$ cat src/rtl/svc_pix_pattern_gen.sv
`timescale 1ns/1ps
// ---------------------------------------------------------------------------
// svc_pix_pattern_gen
// Test-pattern pixel source. It emits pixels in raster order, with x/y, at up
// to one pixel per clock under valid/ready backpressure. Mode, colour and
// geometry are captured once per frame, so a frame never tears.
//
// Optional feature macro: SVC_PIX_PATTERN_GEN_SCROLL_EN
//   When defined, a horizontal offset advances by 1 on every frame_done.
//   The offset feeds the checker and gradient patterns, so they scroll.
//   When undefined, the offset is constant 0 and no register is built.
//
// Ports
//   clk, rst_n           clock, asynchronous active-low reset
//   enable               run request, sampled only at frame start
//   mode                 0 colour bars, 1 checker, 2 gradient, 3 solid
//   cfg_red/grn/blu      solid colour (mode 3)
//   h_visible/v_visible  active pixels per line / active lines per frame
//   m_pix_*              pixel stream out (valid/data/x/y), m_pix_ready in
//   frame_start          1-clk pulse when pixel (0,0) is loaded
//   frame_done           1-clk pulse after the last pixel of a frame handshakes
// ---------------------------------------------------------------------------
module svc_pix_pattern_gen #(
    parameter int unsigned H_WIDTH     = 12,
    parameter int unsigned V_WIDTH     = 12,
    parameter int unsigned COLOR_WIDTH = 4
) (
    input  logic                   clk,
    input  logic                   rst_n,
    input  logic                   enable,
    input  logic [1:0]             mode,
    input  logic [COLOR_WIDTH-1:0] cfg_red,
    input  logic [COLOR_WIDTH-1:0] cfg_grn,
    input  logic [COLOR_WIDTH-1:0] cfg_blu,
    input  logic [H_WIDTH-1:0]     h_visible,
    input  logic [V_WIDTH-1:0]     v_visible,
    output logic                   m_pix_valid,
    output logic [COLOR_WIDTH-1:0] m_pix_red,
    output logic [COLOR_WIDTH-1:0] m_pix_grn,
    output logic [COLOR_WIDTH-1:0] m_pix_blu,
    output logic [H_WIDTH-1:0]     m_pix_x,
    output logic [V_WIDTH-1:0]     m_pix_y,
    input  logic                   m_pix_ready,
    output logic                   frame_start,
    output logic                   frame_done
);

    localparam int unsigned HW  = H_WIDTH;
    localparam int unsigned VW  = V_WIDTH;
    localparam int unsigned CW  = COLOR_WIDTH;
    localparam int unsigned RGB = 3 * COLOR_WIDTH;

    typedef enum logic {
        ST_IDLE = 1'b0,
        ST_RUN  = 1'b1
    } state_t;

    state_t r_state;

    // Per-frame shadows of the live configuration
    logic [1:0]    r_mode;
    logic [CW-1:0] r_cfg_red;
    logic [CW-1:0] r_cfg_grn;
    logic [CW-1:0] r_cfg_blu;
    logic [HW-1:0] r_h_vis;
    logic [VW-1:0] r_v_vis;

    // Output register and the bar position of the pixel it holds
    logic          r_valid;
    logic [CW-1:0] r_red;
    logic [CW-1:0] r_grn;
    logic [CW-1:0] r_blu;
    logic [HW-1:0] r_x;
    logic [VW-1:0] r_y;
    logic [HW-1:0] r_bar_cnt;
    logic [2:0]    r_bar_idx;
    logic          r_frame_start;
    logic          r_frame_done;

    logic          w_geom_ok;
    logic          w_start_ok;
    logic          w_last_x;
    logic          w_last_y;
    logic          w_last_pix;
    logic          w_adv;
    logic          w_end_frame;
    logic          w_do_start;
    logic [HW-1:0] w_bw_m1;
    logic [HW-1:0] w_nx;
    logic [VW-1:0] w_ny;
    logic [HW-1:0] w_nbar_cnt;
    logic [2:0]    w_nbar_idx;
    logic [HW-1:0] w_offset;
    logic [HW-1:0] w_start_offset;
    logic [RGB-1:0] w_run_rgb;
    logic [RGB-1:0] w_start_rgb;

    // Colour of one pixel from the pattern rules; px is x shifted by the scroll offset
    function automatic logic [RGB-1:0] f_color(
        input logic [1:0]    md,
        input logic [CW-1:0] cr,
        input logic [CW-1:0] cg,
        input logic [CW-1:0] cb,
        input logic [2:0]    bi,
        input logic [HW-1:0] x,
        input logic [VW-1:0] y,
        input logic [HW-1:0] off
    );
        logic [HW-1:0] px;
        logic [CW-1:0] ones;
        logic [CW-1:0] r;
        logic [CW-1:0] g;
        logic [CW-1:0] b;
        px   = HW'(x + off);
        ones = '1;
        r    = '0;
        g    = '0;
        b    = '0;
        case (md)
            2'd0: begin
                r = bi[1] ? '0 : ones;
                g = bi[2] ? '0 : ones;
                b = bi[0] ? '0 : ones;
            end
            2'd1: begin
                r = (px[4] ^ y[4]) ? ones : '0;
                g = r;
                b = r;
            end
            2'd2: begin
                r = px[CW-1:0];
                g = y[CW-1:0];
                b = '0;
            end
            default: begin
                r = cr;
                g = cg;
                b = cb;
            end
        endcase
        return {r, g, b};
    endfunction

    // Frame-start qualification on the live inputs
    always_comb begin
        w_geom_ok  = (h_visible >= HW'(8)) && (v_visible != '0);
        w_start_ok = enable && w_geom_ok;
    end

    // Raster position and handshake decode; valid is always high in RUN
    always_comb begin
        w_last_x    = (r_x == HW'(r_h_vis - HW'(1)));
        w_last_y    = (r_y == VW'(r_v_vis - VW'(1)));
        w_last_pix  = w_last_x && w_last_y;
        w_adv       = (r_state == ST_RUN) && (!r_valid || m_pix_ready);
        w_end_frame = w_adv && r_valid && w_last_pix;
        w_do_start  = ((r_state == ST_IDLE) || w_end_frame) && w_start_ok;
    end

    // Next pixel position and bar tracking; the bar index saturates at 7 (black)
    always_comb begin
        w_bw_m1    = HW'((r_h_vis >> 3) - HW'(1));
        w_nx       = HW'(r_x + HW'(1));
        w_ny       = r_y;
        w_nbar_cnt = r_bar_cnt;
        w_nbar_idx = r_bar_idx;
        if (w_last_x) begin
            w_nx       = '0;
            w_ny       = VW'(r_y + VW'(1));
            w_nbar_cnt = '0;
            w_nbar_idx = '0;
        end else if (r_bar_idx != 3'd7) begin
            if (r_bar_cnt == w_bw_m1) begin
                w_nbar_cnt = '0;
                w_nbar_idx = 3'(r_bar_idx + 3'd1);
            end else begin
                w_nbar_cnt = HW'(r_bar_cnt + HW'(1));
            end
        end
    end

`ifdef SVC_PIX_PATTERN_GEN_SCROLL_EN
    logic [HW-1:0] r_offset;

    // Scroll offset: one step per completed frame
    always_ff @(posedge clk or negedge rst_n) begin
        if (!rst_n) begin
            r_offset <= '0;
        end else if (w_end_frame) begin
            r_offset <= HW'(r_offset + HW'(1));
        end
    end

    // A back-to-back frame start sees the offset it is about to get
    always_comb begin
        w_offset       = r_offset;
        w_start_offset = w_end_frame ? HW'(r_offset + HW'(1)) : r_offset;
    end
`else
    always_comb begin
        w_offset       = '0;
        w_start_offset = '0;
    end
`endif

    // Colour for the next raster pixel and for pixel (0,0) of a new frame
    always_comb begin
        w_run_rgb   = f_color(r_mode, r_cfg_red, r_cfg_grn, r_cfg_blu,
                              w_nbar_idx, w_nx, w_ny, w_offset);
        w_start_rgb = f_color(mode, cfg_red, cfg_grn, cfg_blu,
                              3'd0, '0, '0, w_start_offset);
    end

    // Control FSM, shadow capture and output register
    always_ff @(posedge clk or negedge rst_n) begin
        if (!rst_n) begin
            r_state       <= ST_IDLE;
            r_mode        <= '0;
            r_cfg_red     <= '0;
            r_cfg_grn     <= '0;
            r_cfg_blu     <= '0;
            r_h_vis       <= '0;
            r_v_vis       <= '0;
            r_valid       <= 1'b0;
            r_red         <= '0;
            r_grn         <= '0;
            r_blu         <= '0;
            r_x           <= '0;
            r_y           <= '0;
            r_bar_cnt     <= '0;
            r_bar_idx     <= '0;
            r_frame_start <= 1'b0;
            r_frame_done  <= 1'b0;
        end else begin
            r_frame_start <= 1'b0;
            r_frame_done  <= w_end_frame;
            if (w_do_start) begin
                r_state                 <= ST_RUN;
                r_mode                  <= mode;
                r_cfg_red               <= cfg_red;
                r_cfg_grn               <= cfg_grn;
                r_cfg_blu               <= cfg_blu;
                r_h_vis                 <= h_visible;
                r_v_vis                 <= v_visible;
                r_valid                 <= 1'b1;
                {r_red, r_grn, r_blu}   <= w_start_rgb;
                r_x                     <= '0;
                r_y                     <= '0;
                r_bar_cnt               <= '0;
                r_bar_idx               <= '0;
                r_frame_start           <= 1'b1;
            end else if (w_end_frame) begin
                r_state <= ST_IDLE;
                r_valid <= 1'b0;
            end else if (w_adv) begin
                r_valid               <= 1'b1;
                {r_red, r_grn, r_blu} <= w_run_rgb;
                r_x                   <= w_nx;
                r_y                   <= w_ny;
                r_bar_cnt             <= w_nbar_cnt;
                r_bar_idx             <= w_nbar_idx;
            end
        end
    end

    assign m_pix_valid = r_valid;
    assign m_pix_red   = r_red;
    assign m_pix_grn   = r_grn;
    assign m_pix_blu   = r_blu;
    assign m_pix_x     = r_x;
    assign m_pix_y     = r_y;
    assign frame_start = r_frame_start;
    assign frame_done  = r_frame_done;

endmodule

$ cat config.mk
export PLATFORM = sky130hd
export DESIGN_NAME = svc_pix_pattern_gen
export DESIGN_NICKNAME = d
export VERILOG_FILES = /design/src/rtl/svc_pix_pattern_gen.sv
export SDC_FILE = /design/constraint.sdc
export NUM_CORES = 1
export LEC_CHECK = 0
export CORE_UTILIZATION = 60
export DETAILED_ROUTE_END_ITERATION = 16
export PLACE_DENSITY = 0.85
export SLEW_MARGIN = 30
export SYNTH_ARGS = -nofsm -noshare
export SYNTH_HDL_FRONTEND = slang
export SYNTH_SLANG_ARGS = --single-unit
$ cat constraint.sdc
create_clock -name clk -period 9 [get_ports clk]
set_input_delay 1.35 -clock clk [delete_from_list [all_inputs] [get_ports clk]]
set_output_delay 1.35 -clock clk [all_outputs]
set_load 0.03 [all_outputs]
# Yosys cells after proc, flatten, opt, wreduce, memory -nomap -nowiden
# Cells that the tools add are included.
[classes]
mux = 45
n_reduce_logical = 22
eq_ne = 9
n_addsub = 7
magnitude_cmp = 1
bitwise = 2
[op_table]
columns = ["op", "count"]
rows = [
  ["2-to-1 mux 12 bit", 14],
  ["2-to-1 mux 4 bit", 13],
  ["adder 12 x 1 -> 12 bit, second input constant", 3],
  ["equality test 12 bit", 3],
  ["one-hot mux 4 bit (3 select lines)", 3],
  ["one-hot mux 4 bit (2 select lines)", 3],
  ["subtractor 12 x 1 -> 12 bit, second input constant", 2],
  ["2-to-1 mux 3 bit", 6],
  [">= comparator 12 x 4 -> 1 bit, second input constant", 1],
  ["nonzero test 12 bit", 1],
  ["subtractor 9 x 1 -> 10 bit, second input constant", 1],
  ["logical AND 1 bit", 7],
  ["2-to-1 mux 1 bit", 6],
  ["AND reduction 3 bit", 2],
  ["nonzero test 2 bit", 3],
  ["nonzero test 3 bit", 2],
  ["equality test 2 x 1 -> 1 bit, second input constant", 2],
  ["equality test 2 bit, second input constant", 2],
  ["zero test 2 bit", 2],
  ["adder 3 x 1 -> 3 bit, second input constant", 1],
  ["!= test 3 bit, second input constant", 1],
  ["logical OR 1 bit", 2],
  ["!= test 2 x 1 -> 1 bit, second input constant", 1],
  ["AND reduction 2 bit", 1],
  ["other kinds (4)", 4],
]
[word_totals]
elab_cells = 104
ff_bits = 93

# Logic depth before layout (Yosys ltp)
[logic_depth]
depth_word = 10
mapped_depth = 14
ltp_nobuf = 10

# Worst setup path after synthesis
# No wires, ideal clock.
[synth_timing]
path_type = "reg2reg"
start = "register r_h_vis[3]"
end = "register r_cfg_blu[0]"
path_stages_with_launch = 13
n_path_buf = 3
setup_time_ns = 0.125
setup_slack_ns = 5.735
period_less_slack_ns = 3.265
arrival_ns = 3.140
path_cell_list = "dfrtp_1 clkbuf_1 inv_1 ha_1 clkbuf_2 or4b_4 nor4_4 o2bb2a_2 a21oi_4 nand4_2 a21oi_4 buf_2 mux2_2"
[synth_between]
elab_chain_len = 6
[synth_rtl]
columns = ["element", "line_no", "source"]
rows = [
  ["from (decl)", "65", "logic [HW-1:0] r_h_vis;"],
  ["from (signal assigned)", "243", "r_h_vis <= h_visible;"],
  ["subtractor 12 x 1 -> 12 bit", "152", "w_last_x = (r_x == HW'(r_h_vis - HW'(1)));"],
  ["equality test 12 bit", "152", ""],
  ["logical AND 1 bit", "154", "w_last_pix = w_last_x && w_last_y;"],
  ["logical AND 1 bit", "156", "w_end_frame = w_adv && r_valid && w_last_pix;"],
  ["logical OR 1 bit", "157", "w_do_start = ((r_state == ST_IDLE) || w_end_frame) && w_start_ok;"],
  ["logical AND 1 bit", "157", ""],
  ["to (signal assigned)", "242", "r_cfg_blu <= cfg_blu;"],
  ["to (decl)", "64", "logic [CW-1:0] r_cfg_blu;"],
]
# No other way between the ends.
# A chain may end at the register's enable or synchronous reset.

# Worst setup path in the final report
[layout_timing]
start = "register r_h_vis[3]"
end = "register r_grn[3], in the netlist m_pix_grn[3]"
[layout_between]
elab_chain_len = 10
word_cells_on_any_way = 23
classes_between = "2 x add/sub; 3 x eq/ne; 11 x mux; 1 x bitwise; 6 x reduce/logical"
[layout_rtl]
columns = ["element", "line_no", "source"]
rows = [
  ["subtractor 9 x 1 -> 10 bit", "162", "w_bw_m1 = HW'((r_h_vis >> 3) - HW'(1));"],
  ["equality test 12 bit", "173", "if (r_bar_cnt == w_bw_m1) begin"],
  ["2-to-1 mux 3 bit", "173", ""],
  ["2-to-1 mux 3 bit", "172", "end else if (r_bar_idx != 3'd7) begin"],
  ["2-to-1 mux 3 bit", "167", "if (w_last_x) begin"],
  ["2-to-1 mux 4 bit", "122", "g = bi[2] ? '0 : ones;"],
  ["one-hot mux 4 bit (3 select lines)", "119", "case (md)"],
  ["2-to-1 mux 4 bit", "255", "end else if (w_adv) begin"],
  ["2-to-1 mux 4 bit", "252", "end else if (w_end_frame) begin"],
  ["2-to-1 mux 4 bit", "237", "if (w_do_start) begin"],
  ["to (signal assigned)", "246", "{r_red, r_grn, r_blu} <= w_start_rgb;"],
  ["to (signal assigned)", "257", "{r_red, r_grn, r_blu} <= w_run_rgb;"],
  ["to (decl)", "71", "logic [CW-1:0] r_grn;"],
]
# Parallel ways exist; a longest one is shown, timed or not. The select of a mux whose other input is x is not followed.

==> results.py <==
metrics = {
    "die": {
        "die-width_um": 102,
        "num_rows": 36,
        "core-area_sq_um": 9730,
        "die_area_sq_um": 10400,
        "start_util_pct": 61.4,
        "pin_count": 81,
        "die_h_um": 102,
    },
    "cells_and_area": {
        "layout-drive-gt1-share_pct": 11.1,
        "nFillCells": 727,
        "fin_nets": 736,
        "areaGrowthSynthToFinish_pct": 17.0,
        "n_antenna_cell": 0,
    },
    "synthesis": {
        "synth_area_leader_cell": "dfrtp_1",
        "syn_inst": 626,
        "ys_ff_latch": 93,
        "synth_top_cell_area_share_pct": 39.0,
        "syn-cell-area_sq_um": 5970,
        "avgSynthCellArea_sq_um": 9.54,
        "async_reset_ff_share_pct": 100,
        "synth_edf_count": 0,
        "ys_seq_area_share_pct": 39.0,
        "synthTopCellsByArea": "dfrtp_1 (39%), mux2_2 (6.8%), xnor2_1 (4.3%), xor2_1 (3.2%), nand3_1 (2.9%)",
        "synth_cell_types": 73,
        "syn_nets": 676,
        "ys.flop_type": "dfrtp_1",
        "synth_warnings": 0,
    },
    "routing": {
        "ant_nets": 0,
        "firstDrtPassIters": 5,
        "wl_per_cell_um": 18.2,
        "finalWirelength_um": 15000,
        "drc": 0,
        "dr_total_vias": 5297,
        "viasPerCell": 6.43,
        "drtIter0Drc": 351,
    },
    "clock_tree": {
        "hold_buffers": 0,
        "cts_resized": 0,
        "cts-buffers-inserted": 9,
        "cts_tree": "done",
        "path_clk_slew_ns": 0.09,
        "insertion_delay_ns": 0.37,
        "cts_num_sinks": 93,
        "cts_buffer_depth": 2,
        "h-tree-depth": 3,
        "clockRootBuffer": "clkbuf_8",
        "cts_setup_buffers": 0,
    },
    "global_route": {
        "gr-total-overflow": 0,
        "grtUsageTotal_pct": 30.1,
        "grt_pass1_wl_um": 24000,
        "antenna_found_initial": 0,
        "first_global_vias": 5016,
        "grt_max_degree": 72,
    },
    "sta": {
        "slew_viol_final": 0,
        "setup_tns_ns": 0,
        "finalCriticalPeriod_ns": 4.67,
        "finalSetupViolations": 0,
        "slew_headroom_pct": 41.6,
        "worst_slew_pin_slew_ns": 0.870,
        "hold_violations": 0,
        "skew_ns": 0.00808,
        "finalCritPeriodShare_pct": 51.9,
        "rsz0062_at_grt": "no",
        "max_freq_ghz": 0.214,
    },
    "setup_path": {
        "critPathLaunchType": "flop",
        "reg2reg_depth": 11,
        "crit_buf_inv": 2,
        "slowest_stage": "a21oi_4",
        "setup.worst_path.class": "flop to flop",
        "crit_chain": "inv_1, ha_1, or4b_4, nor4_4, o2bb2a_2, a21oi_4, nand4_2, a21oi_4, buf_4, nand2b_1, o221ai_1",
        "crit_fanout": 45,
        "slowest_delay_ns": 0.62,
        "critPathArrivalTime_ns": 4.90,
        "critPathTopFamily": "simple AND/OR/NAND/NOR gates",
        "cp-end-kind": "flop",
        "r2r-start": "r_h_vis[3]",
        "required_ns": 9.23,
        "rrSetupSlack_ns": 4.33,
        "r2r_end": "m_pix_grn[3]",
        "cpMostUsedCell": "a21oi_4",
    },
    "power": {
        "leakagePower_nw": 3.01,
        "ir_drop_uv": 120,
        "p_total_w": 0.00133,
        "p_per_area_nw_per_um2": 191,
    },
    "status": {
        "status": "complete, no violations",
    },
    "placement": {
        "dp_hpwl_um": 10900,
        "portBuffers": 80,
        "gp_congestion": 0.942,
    },
    "job": {
        "max_cap_violations": 0,
    },
    "min_path": {
        "worstHoldStart": "r_cfg_grn[3]",
        "hp-class": "flop to flop",
        "hold_end": "r_cfg_grn[3]",
        "whs_path_depth": 1,
    },
}
## stage by stage
| stage | util, % | worst slack [ns] | instance area (sq um) | std cells | hold slack, ns |
|---|---|---|---|---|---|
| 3_3_place_gp | 69.7 | 4.21 | 6780 | 808 | 0.487 |
| 3_5_place_dp | 69.7 | 4.06 | 6780 | 808 | 0.491 |
| 4_1_cts | 71.8 | 4.35 | 6980 | 824 | 0.511 |
| 6_report | 71.8 | 4.33 | 6990 | 824 | 0.508 |
| 2_1_floorplan | - | 5.74 | 5970 | 626 | 0.475 |
| 5_1_grt | 71.8 | 4.03 | 6990 | 824 | 0.534 |
## synthesized netlist by cell type (15+ instances only)
cell,instances
dfrtp_1,93
nand2_1,46
mux2_2,36
nand3_1,35
nor2_1,30
xnor2_1,29
nor3_1,24
o21ai_0,23
xor2_1,22
inv_1,21
clkbuf_1,18
and3_1,17
a21oi_1,16
a22o_1,16
a31oi_1,15
## routing by layer
layer | global-route usage [%] | wire [um] | up-vias | part of all wire, %
li1 | - | - | 2445 | -
met1 | 40.2 | 6730 | 2613 | 45
met2 | 47.1 | 7010 | 203 | 47
met3 | 5.73 | 847 | 36 | 5.7
met4 | 14.6 | 387 | 0 | 2.6
met5 | 0 | 0 | - | 0
## registers in the layout, summed over array words and instances, names as in the netlist
signal and cells:
r_cfg_grn 4, r_bar_cnt 12, m_pix_valid 1, frame_start 1, m_pix_red 4, r_cfg_red 4
r_h_vis 12, r_state 1, r_bar_idx 3, r_v_vis 12, r_mode 2, m_pix_x 12
m_pix_y 12, m_pix_blu 4, m_pix_grn 4, frame_done 1, r_cfg_blu 4
## cell families after synthesis
kind of cell | Yosys count | share of synthesized area (%)
and+or+nand+nor | 230 | 21.5
AOI/OAI and AO/OA | 152 | 18.9
DFF | 93 | 39.0
buffers and inverters | 55 | 4.32
xor gates and xnor gates | 52 | 7.86
muxes | 36 | 6.79
adders and majority gates | 8 | 1.68
## report_power, final
group	total (W)	internal [W]	switching, W
Combinational	0.000455	0.000212	0.000243
Clock	0.000293	0.000144	0.000149
Sequential	0.000584	0.000478	0.000106
Total	0.00133	0.000834	0.000498
## cell usage in the layout (no fill, tap or decap), types with 6 or more instances in the layout
master	instances
a211o_1	7
a211oi_1	9
a21o_1	14
a21oi_1	16
a22o_1	16
a31oi_1	15
and2_1	12
and3_1	17
clkbuf_8	11
clkdlybuf4s50_1	79
dfrtp_1	93
ha_1	8
inv_1	21
mux2_2	36
nand2_1	46
nand2b_1	8
nand3_1	35
nand4_1	7
nor2_1	29
nor3_1	24
nor4_1	6
o21ai_0	23
o221ai_1	9
xnor2_1	29
xor2_1	22
## worst max-delay path by stage
stage               cells past startpoint      endpoint   startpoint
finish                                 11  m_pix_grn[3]   r_h_vis[3]
global route                           11  m_pix_red[1]   r_h_vis[3]
CTS                                    11  m_pix_red[1]   r_h_vis[3]
detailed placement                     10  m_pix_grn[3]  m_pix_ready
global placement                       10  m_pix_grn[2]  m_pix_ready
floorplan                              12  r_cfg_blu[0]   r_h_vis[3]
## final cells by class
cell class | instances | area [sq um] | area share (%)
multi-input combinational | 478 | 3390 | 48.5
sequential | 93 | 2330 | 33.3
timing repair buffer | 83 | 825 | 11.8
tap | 133 | 166 | 2.38
clock buffer | 13 | 159 | 2.27
inverter | 21 | 78.8 | 1.13
clock inverter | 3 | 43.8 | 0.627
Note: power is estimated with default switching activity, not from simulation.
